--- config.mk ---
export PLATFORM = sky130hd
export DESIGN_NAME = dbg_cmd_bridge
export DESIGN_NICKNAME = d
export VERILOG_FILES = /design/src/rtl/dbg_pkg.sv /design/src/rtl/dbg_cmd_bridge.sv
export SDC_FILE = /design/constraint.sdc
export NUM_CORES = 1
export LEC_CHECK = 0
export CAP_MARGIN = 20
export CORE_MARGIN = 5
export CORE_UTILIZATION = 54
export CTS_BUF_LIST = sky130_fd_sc_hd__clkbuf_4 sky130_fd_sc_hd__clkbuf_8
export CTS_CLUSTER_DIAMETER = 80
export DETAILED_ROUTE_END_ITERATION = 10
export GPL_ROUTABILITY_DRIVEN = 0
export PLACE_DENSITY = 0.82
export SYNTH_ARGS = -nofsm -noshare
export SYNTH_HDL_FRONTEND = slang
export SYNTH_SLANG_ARGS = --single-unit
--- constraint.sdc ---
create_clock -name clk -period 2.6 [get_ports clk]
set_input_delay 0.52 -clock clk [delete_from_list [all_inputs] [get_ports clk]]
set_output_delay 0.52 -clock clk [all_outputs]
set_load 0.02 [all_outputs]
--- src/rtl/dbg_pkg.sv ---
// Shared definitions for the debug command bridge.
//  - command codes understood by dbg_module
//  - response status codes
//  - frame geometry and bridge state encoding
//  - helper that picks the next outgoing response byte
package dbg_pkg;

   localparam logic [7:0] CMD_NOP        = 8'h00;
   localparam logic [7:0] CMD_RD_MEM     = 8'h01;
   localparam logic [7:0] CMD_WR_MEM     = 8'h02;
   localparam logic [7:0] CMD_HALT       = 8'h03;
   localparam logic [7:0] CMD_RESUME     = 8'h04;
   localparam logic [7:0] CMD_RST_CORE   = 8'h05;
   localparam logic [7:0] CMD_RST_PERIPH = 8'h06;
   localparam logic [7:0] CMD_RST_ALL    = 8'h07;
   localparam logic [7:0] CMD_RD_REG     = 8'h10;
   localparam logic [7:0] CMD_WR_REG     = 8'h20;

   localparam logic [7:0] ST_OK          = 8'h00;
   localparam logic [7:0] ST_TIMEOUT     = 8'hEE;

   localparam int         FRAME_BYTES    = 9;

   // Index of the status byte in the response sequence; 0..3 are data bytes.
   localparam logic [2:0] TX_STATUS_IDX  = 3'd4;

   typedef enum logic [1:0] {
      S_RECV = 2'd0,
      S_EXEC = 2'd1,
      S_RESP = 2'd2
   } state_e;

   // Only reads return a data word ahead of the status byte.
   function automatic logic resp_has_data(input logic [7:0] cmd);
      return (cmd == CMD_RD_MEM) || (cmd == CMD_RD_REG);
   endfunction

   function automatic logic [7:0] resp_byte(input logic [31:0] word,
                                            input logic [2:0]  idx,
                                            input logic [7:0]  status);
      logic [7:0] b;
      case (idx)
         3'd0:    b = word[7:0];
         3'd1:    b = word[15:8];
         3'd2:    b = word[23:16];
         3'd3:    b = word[31:24];
         default: b = status;
      endcase
      return b;
   endfunction

endpackage

--- src/rtl/dbg_cmd_bridge.sv ---
// Byte-stream front end for dbg_module. Collects 9-byte command frames
// (cmd, addr LSB first, data LSB first), drives them into dbg_module, waits
// for completion (or times out) and streams the response back.
//
// Ports
//  clk           system clock
//  rstn_i        asynchronous active-low reset
//  rx_data_i     incoming byte, accepted on rx_valid_i & rx_ready_o
//  rx_valid_i    incoming byte valid
//  rx_ready_o    bridge can take a byte (only while collecting a frame)
//  tx_data_o     outgoing response byte, stable while tx_valid_o & !tx_ready_i
//  tx_valid_o    outgoing byte valid
//  tx_ready_i    sink takes the byte this cycle
//  dbg_cmd_o     command to dbg_module
//  dbg_addr_o    address to dbg_module
//  dbg_data_o    write data to dbg_module
//  dbg_data_i    read data from dbg_module
//  dbg_ready_i   dbg_module ready
//  busy_o        high unless idle with no partial frame
//
// state  | meaning
// S_RECV | collecting frame bytes; idle timer drops stale partial frames
// S_EXEC | command presented to dbg_module; waiting for ready or timeout
// S_RESP | streaming optional read data then the status byte
module dbg_cmd_bridge
   import dbg_pkg::*;
#(
   parameter int EXEC_TIMEOUT = 1024,
   parameter int RX_TIMEOUT   = 4096
) (
   input  logic        clk,
   input  logic        rstn_i,
   input  logic [7:0]  rx_data_i,
   input  logic        rx_valid_i,
   output logic        rx_ready_o,
   output logic [7:0]  tx_data_o,
   output logic        tx_valid_o,
   input  logic        tx_ready_i,
   output logic [7:0]  dbg_cmd_o,
   output logic [31:0] dbg_addr_o,
   output logic [31:0] dbg_data_o,
   input  logic [31:0] dbg_data_i,
   input  logic        dbg_ready_i,
   output logic        busy_o
);

   localparam int EW = $clog2(EXEC_TIMEOUT) + 1;
   localparam int RW = $clog2(RX_TIMEOUT) + 1;

   localparam logic [EW-1:0] EXEC_LAST = EW'(EXEC_TIMEOUT - 1);
   localparam logic [EW-1:0] EXEC_SAT  = EW'(EXEC_TIMEOUT);
   localparam logic [RW-1:0] RX_LAST   = RW'(RX_TIMEOUT - 1);
   localparam logic [RW-1:0] RX_SAT    = RW'(RX_TIMEOUT);
   localparam logic [3:0]    LAST_BYTE = 4'(FRAME_BYTES - 1);

   state_e         state_q,    state_d;
   logic [3:0]     cnt_q,      cnt_d;
   logic [7:0]     cmd_q,      cmd_d;
   logic [31:0]    addr_q,     addr_d;
   logic [31:0]    data_q,     data_d;
   logic [RW-1:0]  idle_q,     idle_d;
   logic [EW-1:0]  exec_q,     exec_d;
   logic           first_q,    first_d;
   logic [31:0]    resp_q,     resp_d;
   logic [7:0]     status_q,   status_d;
   logic [2:0]     tx_idx_q,   tx_idx_d;
   logic           tx_valid_q, tx_valid_d;
   logic [7:0]     tx_data_q,  tx_data_d;

   logic           rx_fire;
   logic           exec_done;
   logic           exec_to;

   assign rx_ready_o = (state_q == S_RECV);
   assign rx_fire    = rx_valid_i && rx_ready_o;

   // Ready in cycle 0 is the leftover idle ready from dbg_module, so it is
   // only taken as completion once the first cycle has passed.
   assign exec_done  = (state_q == S_EXEC) && first_q && dbg_ready_i;
   assign exec_to    = (state_q == S_EXEC) && (exec_q >= EXEC_LAST) && !exec_done;

   always_comb begin
      state_d    = state_q;
      cnt_d      = cnt_q;
      cmd_d      = cmd_q;
      addr_d     = addr_q;
      data_d     = data_q;
      idle_d     = idle_q;
      exec_d     = exec_q;
      first_d    = first_q;
      resp_d     = resp_q;
      status_d   = status_q;
      tx_idx_d   = tx_idx_q;
      tx_valid_d = tx_valid_q;
      tx_data_d  = tx_data_q;

      case (state_q)
         S_RECV: begin
            first_d = 1'b0;
            exec_d  = '0;
            if (rx_fire) begin
               idle_d = '0;
               case (cnt_q)
                  4'd0:    cmd_d          = rx_data_i;
                  4'd1:    addr_d[7:0]    = rx_data_i;
                  4'd2:    addr_d[15:8]   = rx_data_i;
                  4'd3:    addr_d[23:16]  = rx_data_i;
                  4'd4:    addr_d[31:24]  = rx_data_i;
                  4'd5:    data_d[7:0]    = rx_data_i;
                  4'd6:    data_d[15:8]   = rx_data_i;
                  4'd7:    data_d[23:16]  = rx_data_i;
                  default: data_d[31:24]  = rx_data_i;
               endcase
               if (cnt_q == LAST_BYTE) begin
                  cnt_d   = 4'd0;
                  state_d = S_EXEC;
               end else begin
                  cnt_d = cnt_q + 4'd1;
               end
            end else if (cnt_q != 4'd0) begin
               // Host went quiet mid-frame: drop the partial frame so the
               // next byte is treated as a fresh command.
               if (idle_q >= RX_LAST) begin
                  cnt_d  = 4'd0;
                  idle_d = '0;
               end else if (idle_q != RX_SAT) begin
                  idle_d = idle_q + 1'b1;
               end
            end else begin
               idle_d = '0;
            end
         end

         S_EXEC: begin
            first_d = 1'b1;
            if (exec_q != EXEC_SAT) begin
               exec_d = exec_q + 1'b1;
            end
            if (exec_done) begin
               resp_d     = dbg_data_i;
               status_d   = ST_OK;
               state_d    = S_RESP;
               tx_valid_d = 1'b1;
               if (resp_has_data(cmd_q)) begin
                  tx_idx_d  = 3'd0;
                  tx_data_d = dbg_data_i[7:0];
               end else begin
                  tx_idx_d  = TX_STATUS_IDX;
                  tx_data_d = ST_OK;
               end
            end else if (exec_to) begin
               status_d   = ST_TIMEOUT;
               state_d    = S_RESP;
               tx_valid_d = 1'b1;
               tx_idx_d   = TX_STATUS_IDX;
               tx_data_d  = ST_TIMEOUT;
            end
         end

         S_RESP: begin
            if (tx_valid_q && tx_ready_i) begin
               if (tx_idx_q == TX_STATUS_IDX) begin
                  tx_valid_d = 1'b0;
                  state_d    = S_RECV;
                  cnt_d      = 4'd0;
               end else begin
                  tx_idx_d  = tx_idx_q + 3'd1;
                  tx_data_d = resp_byte(resp_q, tx_idx_q + 3'd1, status_q);
               end
            end
         end

         default: begin
            state_d    = S_RECV;
            cnt_d      = 4'd0;
            tx_valid_d = 1'b0;
         end
      endcase
   end

   always_ff @(posedge clk or negedge rstn_i) begin
      if (!rstn_i) begin
         state_q    <= S_RECV;
         cnt_q      <= 4'd0;
         cmd_q      <= CMD_NOP;
         addr_q     <= '0;
         data_q     <= '0;
         idle_q     <= '0;
         exec_q     <= '0;
         first_q    <= 1'b0;
         resp_q     <= '0;
         status_q   <= ST_OK;
         tx_idx_q   <= 3'd0;
         tx_valid_q <= 1'b0;
         tx_data_q  <= 8'h00;
      end else begin
         state_q    <= state_d;
         cnt_q      <= cnt_d;
         cmd_q      <= cmd_d;
         addr_q     <= addr_d;
         data_q     <= data_d;
         idle_q     <= idle_d;
         exec_q     <= exec_d;
         first_q    <= first_d;
         resp_q     <= resp_d;
         status_q   <= status_d;
         tx_idx_q   <= tx_idx_d;
         tx_valid_q <= tx_valid_d;
         tx_data_q  <= tx_data_d;
      end
   end

   // Dropping the command as soon as ready returns keeps dbg_module from
   // seeing the same command again on the completion cycle.
   always_comb begin
      dbg_cmd_o = CMD_NOP;
      if ((state_q == S_EXEC) && !(dbg_ready_i && first_q)) begin
         dbg_cmd_o = cmd_q;
      end
   end

   assign dbg_addr_o = addr_q;
   assign dbg_data_o = data_q;
   assign tx_valid_o = tx_valid_q;
   assign tx_data_o  = tx_data_q;
   assign busy_o     = !((state_q == S_RECV) && (cnt_q == 4'd0));

endmodule
==> metrics.txt, run 1 <==
# TYPE chip_impl_metric gauge
chip_impl_metric{name="synth_edf_count",unit=""} 0
chip_impl_metric{name="sequentialPowerShare",unit="%"} 37.5
chip_impl_metric{name="avgSynthCellArea",unit="um2"} 12.6
chip_impl_metric{name="critical_path_arrival",unit="ns"} 1.94
chip_impl_metric{name="synthDistinctLibCells",unit=""} 62
chip_impl_metric{name="dpl.cell_count",unit=""} 826
chip_impl_metric{name="slew_viol_final",unit=""} 0
chip_impl_metric{name="route.vias.total",unit=""} 4948
chip_impl_metric{name="largest_net_degree_at_the_start_of_global_routing",unit=""} 55
chip_impl_metric{name="cellPowerDensity",unit="mW/mm2"} 1110
chip_impl_metric{name="clkLatencyLatePin",unit="ns"} 0.46
chip_impl_metric{name="seq_total_area_yosys",unit="%"} 55.2
chip_impl_metric{name="initial_utilization",unit="%"} 55.4
chip_impl_metric{name="area_delta_synth_final",unit="%"} 29.1
chip_impl_metric{name="numClockSinks",unit=""} 148
chip_impl_metric{name="critical-path-max-stage-delay",unit="ns"} 0.42
chip_impl_metric{name="leakage_component_of_the_power",unit="nW"} 3.87
chip_impl_metric{name="firstDrtPassIters",unit=""} 5
chip_impl_metric{name="power_switching_share",unit="%"} 37.1
chip_impl_metric{name="grt_antenna_before_repair",unit=""} 0
chip_impl_info{name="synth_top_cell_by_area",value="sky130_fd_sc_hd__dfrtp_1"} 1
chip_impl_info{name="critical_path.slowest_cell",value="sky130_fd_sc_hd__dfrtp_1"} 1
chip_impl_metric{name="cts-buffers-inserted",unit=""} 17
chip_impl_metric{name="floorplan.die.width",unit="um"} 122
chip_impl_metric{name="min_period",unit="ns"} 2.46
chip_impl_metric{name="critical_path_buf_inv_count",unit=""} 2
chip_impl_metric{name="clock_slew_at_the_register_clock_pins_of_the_worst_setup_and_hold_paths",unit="ns"} 0.07
chip_impl_metric{name="clock-skew-final",unit="ns"} 0.0182
chip_impl_info{name="clockRootBuffer",value="sky130_fd_sc_hd__clkbuf_8"} 1
chip_impl_metric{name="syn_area",unit="mm2"} 0.00671
chip_impl_metric{name="drt-vias-per-instance",unit=""} 5.76
chip_impl_info{name="synth_ff_type",value="sky130_fd_sc_hd__dfrtp_1"} 1
chip_impl_info{name="critical_setup_path_kind",value="reg -> out"} 1
chip_impl_metric{name="slew_at_the_pin_closest_to_its_max_slew_limit",unit="ns"} 0.814
chip_impl_metric{name="netlist.area_leader.share",unit="%"} 55.2
chip_impl_metric{name="die_height",unit="um"} 122
chip_impl_metric{name="global_route.overflow_total",unit=""} 0
chip_impl_metric{name="totalWireLength",unit="um"} 16900
chip_impl_info{name="worstPathCellList",value="nor2b_2 > a21boi_0 > buf_4 > and2_1 > dlygate4sd2_1"} 1
chip_impl_metric{name="cell_internal_pwr",unit="W"} 0.00604
chip_impl_metric{name="dieArea",unit="mm2"} 0.0148
chip_impl_info{name="end_kind",value="output pin"} 1
chip_impl_metric{name="grt_usage",unit="%"} 24.1
chip_impl_metric{name="worst_hold_path.num_cells",unit=""} 2
chip_impl_metric{name="power.switching",unit="W"} 0.00357
chip_impl_metric{name="worstSetupPathDepth",unit=""} 5
chip_impl_metric{name="critPathMaxFanout",unit=""} 10
chip_impl_info{name="run_status",value="completed"} 1
chip_impl_metric{name="report.final.setup_viol",unit=""} 0
chip_impl_metric{name="grt_first_pass_wirelength",unit="um"} 27700
chip_impl_metric{name="total_chip_power",unit="W"} 0.00961
chip_impl_metric{name="cp.required",unit="ns"} 2.08
chip_impl_metric{name="port_buffer_count",unit=""} 127
chip_impl_metric{name="drt.antenna.violating_nets",unit=""} 0
chip_impl_metric{name="reg2reg_depth",unit=""} 6
chip_impl_metric{name="max_clock_buf_depth",unit=""} 2
chip_impl_metric{name="drtIter0Drc",unit=""} 337
chip_impl_info{name="clock_tree_from_tritoncts",value="built"} 1
chip_impl_info{name="cp-start-kind",value="flip-flop"} 1
chip_impl_metric{name="fill_cells",unit=""} 873
chip_impl_metric{name="grt_pass1_vias",unit=""} 5273
chip_impl_metric{name="clock_tree.htree_level_count",unit=""} 4
chip_impl_metric{name="syn-instance-count",unit=""} 534
chip_impl_metric{name="core",unit="mm2"} 0.0121
chip_impl_metric{name="period_share",unit="%"} 94.6
chip_impl_info{name="crit_family",value="buffers and inverters"} 1
chip_impl_info{name="synth.area.top_cells",value="sky130_fd_sc_hd__dfrtp_1, sky130_fd_sc_hd__mux2_2, sky130_fd_sc_hd__ha_1, sky130_fd_sc_hd__a22o_1, sky130_fd_sc_hd__nand2_1"} 1
chip_impl_metric{name="power.share.combinational",unit="%"} 44.2
chip_impl_info{name="worst_hold_path_type",value="reg -> reg"} 1
chip_impl_metric{name="ys.warnings.count",unit=""} 0
chip_impl_metric{name="diodes",unit=""} 0
chip_impl_metric{name="max_slew_margin",unit="%"} 45.4
chip_impl_metric{name="floorplan.io_pins",unit=""} 128
chip_impl_metric{name="finalNonFillerCells",unit=""} 859
chip_impl_info{name="rsz0062_at_grt",value="false"} 1
chip_impl_metric{name="detailedPlacementHpwl",unit="um"} 11900
chip_impl_metric{name="route.detailed.wl_per_inst",unit="um"} 19.6
chip_impl_metric{name="detail_route.drc_violations",unit=""} 0
chip_impl_metric{name="max_cap_viol_count",unit=""} 0
chip_impl_metric{name="pwr-share-clk",unit="%"} 18.2
chip_impl_metric{name="fmax",unit="MHz"} 406
chip_impl_metric{name="hold_violations",unit=""} 0
chip_impl_metric{name="async_flop_share",unit="%"} 100
chip_impl_metric{name="post_route_cells_drive_above_1_share",unit="%"} 25.3
chip_impl_metric{name="placementRows",unit=""} 40
chip_impl_metric{name="synth.net_count",unit=""} 592
chip_impl_metric{name="nets",unit=""} 736
chip_impl_metric{name="ys_ff_latch",unit=""} 148
chip_impl_metric{name="vdd_ir_drop_max",unit="mV"} 0.747
==> power groups by stage <==
| stage | clock network, W | logic (W) | registers [W] |
|---|---|---|---|
| final | 0.00175 | 0.00425 | 0.00360 |
| after floorplan | 0 | 0.00184 | 0.00411 |
| after global routing | 0.00189 | 0.00458 | 0.00370 |
| after CTS | 0.00179 | 0.00427 | 0.00360 |
| after global placement | 0 | 0.00416 | 0.00357 |
| after detailed placement | 0 | 0.00426 | 0.00363 |
==> Yosys cell counts (9+ instances only) <==
| library cell | count |
|---|---|
| sky130_fd_sc_hd__and2_1 | 9 |
| sky130_fd_sc_hd__ha_1 | 13 |
| sky130_fd_sc_hd__inv_1 | 20 |
| sky130_fd_sc_hd__dfrtp_1 | 148 |
| sky130_fd_sc_hd__a31oi_1 | 14 |
| sky130_fd_sc_hd__a22o_1 | 17 |
| sky130_fd_sc_hd__nand2_1 | 24 |
| sky130_fd_sc_hd__nor3_1 | 10 |
| sky130_fd_sc_hd__o21ai_0 | 11 |
| sky130_fd_sc_hd__clkbuf_1 | 11 |
| sky130_fd_sc_hd__nand3_1 | 17 |
| sky130_fd_sc_hd__nor2_1 | 12 |
| sky130_fd_sc_hd__mux2_2 | 102 |
==> cells in the final DEF (no fill, tap or decap), types with 3 or more instances in the layout <==
cell / netlist / final
sky130_fd_sc_hd__and2_1: 9 / 9
sky130_fd_sc_hd__nor2_1: 12 / 12
sky130_fd_sc_hd__clkdlybuf4s50_1: 0 / 116
sky130_fd_sc_hd__nand2_2: 7 / 7
sky130_fd_sc_hd__nor3_1: 10 / 9
sky130_fd_sc_hd__a31oi_1: 14 / 14
sky130_fd_sc_hd__clkbuf_8: 0 / 21
sky130_fd_sc_hd__nand2_1: 24 / 24
sky130_fd_sc_hd__mux2i_1: 3 / 3
sky130_fd_sc_hd__o21ai_0: 11 / 11
sky130_fd_sc_hd__nor4_1: 8 / 8
sky130_fd_sc_hd__a21o_1: 4 / 4
sky130_fd_sc_hd__mux2_1: 4 / 4
sky130_fd_sc_hd__a21oi_1: 6 / 6
sky130_fd_sc_hd__inv_1: 20 / 19
sky130_fd_sc_hd__nand3_1: 17 / 17
sky130_fd_sc_hd__o2bb2ai_1: 7 / 7
sky130_fd_sc_hd__dlygate4sd2_1: 0 / 9
sky130_fd_sc_hd__o22a_1: 6 / 6
sky130_fd_sc_hd__clkinv_4: 0 / 3
sky130_fd_sc_hd__nor3b_1: 5 / 4
sky130_fd_sc_hd__nand4_1: 5 / 5
sky130_fd_sc_hd__mux2_2: 102 / 102
sky130_fd_sc_hd__ha_1: 13 / 13
sky130_fd_sc_hd__xnor2_1: 5 / 5
sky130_fd_sc_hd__a22o_1: 17 / 17
sky130_fd_sc_hd__buf_4: 1 / 20
sky130_fd_sc_hd__dfrtp_1: 148 / 148
sky130_fd_sc_hd__nand2b_1: 3 / 3
sky130_fd_sc_hd__clkinv_2: 0 / 3
sky130_fd_sc_hd__a221oi_1: 8 / 8
==> worst reg2reg max path: cells and delay by family, from the launching register on <==
kind	cells	cell delay [ns]
AO/OA/AOI/OAI	1	0.16
adder cells (fa/ha/maj)	1	0.35
buffers and inverters	1	0.09
flip-flops	1	0.40
multiplexers	1	0.32
AND/OR/NAND/NOR	2	0.71
==> registers in the layout (all words and copies together), names as in the netlist, 2 cells and up <==
| register | cells |
|---|---|
| cmd_q | 8 |
| cnt_q | 4 |
| dbg_addr_o | 32 |
| dbg_data_o | 32 |
| exec_q | 11 |
| idle_q | 13 |
| resp_q | 32 |
| state_q | 2 |
| tx_data_o | 8 |
| tx_idx_q | 3 |
==> routing by layer <==
layer | up-vias | share of wire (%) | track usage, %
met5 | - | 0 | 0
li1 | 2268 | - | -
met3 | 22 | 9.7 | 11.5
met4 | 0 | 1.7 | 7.07
met1 | 2470 | 40 | 29.8
met2 | 188 | 48 | 37.9
==> through the flow <==
| stage | setup TNS [ns] | cell area (um2) | hold WS, ns | setup slack, ns | util [%] |
|---|---|---|---|---|---|
| floorplan | 0 | 6710 | 0.224 | 0.422 | - |
| global placement | -0.0340 | 8270 | 0.462 | -0.0340 | 68.2 |
| detailed placement | -0.0747 | 8270 | 0.475 | -0.0538 | 68.2 |
| CTS | 0 | 8660 | 0.492 | 0.0510 | 71.5 |
| global route | 0 | 8670 | 0.520 | 0.0120 | 71.6 |
| finish | 0 | 8670 | 0.492 | 0.139 | 71.6 |
==> logic make-up (layout without fill, tap and decap cells) <==
kind of cell / count (synthesis) / in the layout / share of synthesized area (%)
XOR/XNOR: 6 / 6 / 0.783
AO/OA/AOI/OAI: 99 / 99 / 11.2
multiplexers: 109 / 109 / 18.2
adder cells (fa/ha/maj): 13 / 13 / 2.42
buffers and inverters: 44 / 201 / 2.63
AND/OR/NAND/NOR: 115 / 115 / 9.56
flip-flops: 148 / 148 / 55.2
==> layout make-up <==
cell class	count	area [um2]	share of cell area (%)
clock buffer	22	297	3.42
clock inverter	10	96.3	1.11
inverter	20	78.8	0.909
multi-input combinational	342	2850	32.8
sequential	148	3700	42.7
tap	168	210	2.42
timing repair buffer	149	1440	16.6
==> worst paths after layout <==
path,slack (ns),endpoint,start
setup reg to reg,0.45,tx_data_o[4],tx_idx_q[1]
hold / removal,0.49,resp_q[0],resp_q[0]
max in group asynchronous,1.35,tx_idx_q[0],rstn_i
hold reg to reg,0.49,resp_q[0],resp_q[0]
min in group asynchronous,0.56,idle_q[6],rstn_i
setup / recovery,0.14,dbg_cmd_o[7],state_q[0]
==> what timing repair did <==
action | CTS | global route
endpoints found under the setup margin | 10 | 9
buffers inserted | 0 | 0
hold endpoints to repair | 34 | 0
gates cloned | 0 | 0
gates resized for setup | 12 | 4
hold buffers | 1 | 0
Note: power is estimated with default switching activity, not from simulation.
==> run 2, diff against run 1 <==
CELL_PAD_IN_SITES_DETAIL_PLACEMENT = 1   (was not set)
CELL_PAD_IN_SITES_GLOBAL_PLACEMENT = 2   (was not set)
CORE_UTILIZATION = 36   (was 54)
CTS_CLUSTER_SIZE = 28   (was not set)
PLACE_DENSITY = not set   (was 0.82)
PLACE_DENSITY_LB_ADDON = 0.1   (was not set)
==> metrics.txt, run 2 (synthesis gave the netlist of run 1 again) <==
# TYPE chip_impl_metric gauge
chip_impl_metric{name="max_clock_buf_depth",unit=""} 2
chip_impl_metric{name="fmax",unit="MHz"} 413
chip_impl_metric{name="firstDrtPassIters",unit=""} 4
chip_impl_metric{name="fin_hold_ws",unit="ns"} 0.487
chip_impl_info{name="clock_tree_from_tritoncts",value="built"} 1
chip_impl_metric{name="route.detailed.wl_per_inst",unit="um"} 20.2
chip_impl_metric{name="slew_at_the_pin_closest_to_its_max_slew_limit",unit="ns"} 1.05
chip_impl_metric{name="numClockSinks",unit=""} 148
chip_impl_info{name="critical_path.slowest_cell",value="sky130_fd_sc_hd__dfrtp_1"} 1
chip_impl_metric{name="slew_viol_final",unit=""} 0
chip_impl_info{name="run_status",value="completed"} 1
chip_impl_metric{name="floorplan.io_pins",unit=""} 128
chip_impl_metric{name="vdd_ir_drop_max",unit="mV"} 0.722
chip_impl_info{name="end_kind",value="output pin"} 1
chip_impl_metric{name="drtIter0Drc",unit=""} 221
chip_impl_metric{name="global_route.overflow_total",unit=""} 0
chip_impl_metric{name="dpl.cell_count",unit=""} 902
chip_impl_info{name="layout.cells.most_common",value="sky130_fd_sc_hd__dfrtp_1"} 1
chip_impl_info{name="rsz0062_at_grt",value="false"} 1
chip_impl_metric{name="leakage_component_of_the_power",unit="nW"} 3.91
chip_impl_metric{name="diodes",unit=""} 0
chip_impl_metric{name="route.vias.total",unit=""} 4956
chip_impl_metric{name="clock_tree.htree_level_count",unit=""} 4
chip_impl_info{name="worst_hold_path_type",value="reg -> reg"} 1
chip_impl_info{name="crit_family",value="buffers and inverters"} 1
chip_impl_metric{name="layout_setup_ws",unit="ns"} 0.178
chip_impl_metric{name="placementRows",unit=""} 50
chip_impl_metric{name="grt_pass1_vias",unit=""} 5524
chip_impl_info{name="worstPathCellList",value="nor2b_1 > a21boi_0 > buf_4 > and2_1 > dlygate4sd2_1"} 1
chip_impl_metric{name="nets",unit=""} 746
chip_impl_metric{name="cp.required",unit="ns"} 2.08
chip_impl_metric{name="report.final.setup_viol",unit=""} 0
chip_impl_metric{name="dp_slack",unit="ns"} -0.111
chip_impl_metric{name="grt_usage",unit="%"} 18.3
chip_impl_metric{name="clock_slew_at_the_register_clock_pins_of_the_worst_setup_and_hold_paths",unit="ns"} 0.08
chip_impl_info{name="clockRootBuffer",value="sky130_fd_sc_hd__clkbuf_8"} 1
chip_impl_metric{name="setup.reg_to_reg.worst_slack",unit="ns"} 0.18
chip_impl_metric{name="floorplan.die.width",unit="um"} 147
chip_impl_metric{name="max_cap_viol_count",unit=""} 0
chip_impl_metric{name="critical_path_arrival",unit="ns"} 1.90
chip_impl_metric{name="post_route_cells_drive_above_1_share",unit="%"} 26.7
chip_impl_metric{name="largest_net_degree_at_the_start_of_global_routing",unit=""} 55
chip_impl_metric{name="period_share",unit="%"} 93.1
chip_impl_metric{name="critical_path_buf_inv_count",unit=""} 2
chip_impl_metric{name="drt-vias-per-instance",unit=""} 5.30
chip_impl_metric{name="detail_route.drc_violations",unit=""} 0
chip_impl_metric{name="core",unit="mm2"} 0.0185
chip_impl_metric{name="critPathMaxFanout",unit=""} 11
chip_impl_metric{name="initial_utilization",unit="%"} 36.3
chip_impl_metric{name="finalNonFillerCells",unit=""} 935
chip_impl_metric{name="grt_first_pass_wirelength",unit="um"} 31100
chip_impl_metric{name="detailedPlacementHpwl",unit="um"} 13500
chip_impl_metric{name="post_route_utilization",unit="%"} 47.9
chip_impl_metric{name="clkLatencyLatePin",unit="ns"} 0.45
chip_impl_metric{name="number_of_setup_buffers_added_after_cts",unit=""} 0
chip_impl_metric{name="critical-path-max-stage-delay",unit="ns"} 0.44
chip_impl_metric{name="dieArea",unit="mm2"} 0.0215
chip_impl_metric{name="totalWireLength",unit="um"} 18900
chip_impl_metric{name="drt.antenna.violating_nets",unit=""} 0
chip_impl_info{name="cp-start-kind",value="flip-flop"} 1
chip_impl_info{name="leading_cell_types_in_the_layout_fill_and_taps_excluded",value="sky130_fd_sc_hd__dfrtp_1, sky130_fd_sc_hd__clkdlybuf4s50_1, sky130_fd_sc_hd__mux2_2"} 1
chip_impl_metric{name="max_slew_margin",unit="%"} 30.1
chip_impl_metric{name="port_buffer_count",unit=""} 127
chip_impl_metric{name="hold_violations",unit=""} 0
chip_impl_metric{name="min_period",unit="ns"} 2.42
chip_impl_metric{name="grt_antenna_before_repair",unit=""} 0
chip_impl_metric{name="cellPowerDensity",unit="mW/mm2"} 1110
chip_impl_metric{name="die_height",unit="um"} 147
chip_impl_metric{name="cts-buffers-inserted",unit=""} 17
chip_impl_info{name="critical_setup_path_kind",value="reg -> out"} 1
chip_impl_metric{name="area_delta_synth_final",unit="%"} 32.1
chip_impl_metric{name="clock-skew-final",unit="ns"} 0.0148
==> run 2: changes by cell type in the layout (fill, tap and decap cells not counted), sizes merged <==
cell / change
clkinv: -3
inv: +8
clkbuf: -3
bufinv: +1
dlygate4sd2: -7
clkinvlp: -1
clkdlybuf4s15: +4
buf: +11
==> run 2: what timing repair did <==
| item | in CTS | in global routing |
|---|---|---|
| cloned | 0 | 0 |
| endpoints found under the hold margin | 1 | 0 |
| resized for setup | 12 | 10 |
| setup endpoints to repair | 9 | 7 |
| hold buffers | 1 | 0 |
==> run 2: where the power goes <==
| group | switching, W | internal (W) |
|---|---|---|
| combinational | 0.00219 | 0.00212 |
| sequential | 0.000550 | 0.00307 |
| clock | 0.00102 | 0.000901 |
| total | 0.00376 | 0.00610 |
==> run 2: worst paths after layout <==
check,start,endpoint,cells after the start
worst max-delay path,state_q[1],dbg_cmd_o[7],5
max in group asynchronous,rstn_i,dbg_data_o[5],3
min in group asynchronous,rstn_i,exec_q[4],2
worst min-delay path,resp_q[0],resp_q[0],2
worst max register to register,exec_q[7],tx_data_o[0],4
worst min register to register,resp_q[0],resp_q[0],2
==> run 2: per-stage QoR <==
step / setup TNS (ns) / area [um2] / total power (W)
2_1_floorplan: 0 / 6710 / 0.00595
3_3_place_gp: -0.370 / 8450 / 0.00791
3_5_place_dp: -0.557 / 8450 / 0.00805
4_1_cts: 0 / 8870 / 0.0100
5_1_grt: 0 / 8870 / 0.0105
6_report: 0 / 8870 / 0.00985
==> run 2: worst min-delay path, stage by stage, from the launching register on <==
cell,delay (ns)
sky130_fd_sc_hd__dfrtp_1,0.35
sky130_fd_sc_hd__nand2_1,0.05
sky130_fd_sc_hd__o21ai_0,0.06
==> run 2: metal layers <==
layer | share of wire, % | global-route usage, % | wire (um) | vias to the layer above
met5 | 0 | 0 | 0 | -
met4 | 1.5 | 5.50 | 278 | 0
met3 | 6.2 | 6.39 | 1170 | 21
met2 | 51 | 31.6 | 9610 | 119
met1 | 41 | 21.6 | 7810 | 2532
li1 | - | - | - | 2284
==> run 2: layout make-up <==
cell class,count,area [um2]
timing repair buffer,159,1530
fill,1931,9650
sequential,148,3710
inverter,20,75.1
multi-input combinational,342,2840
clock buffer,17,234
clock inverter,15,188
tap,234,293
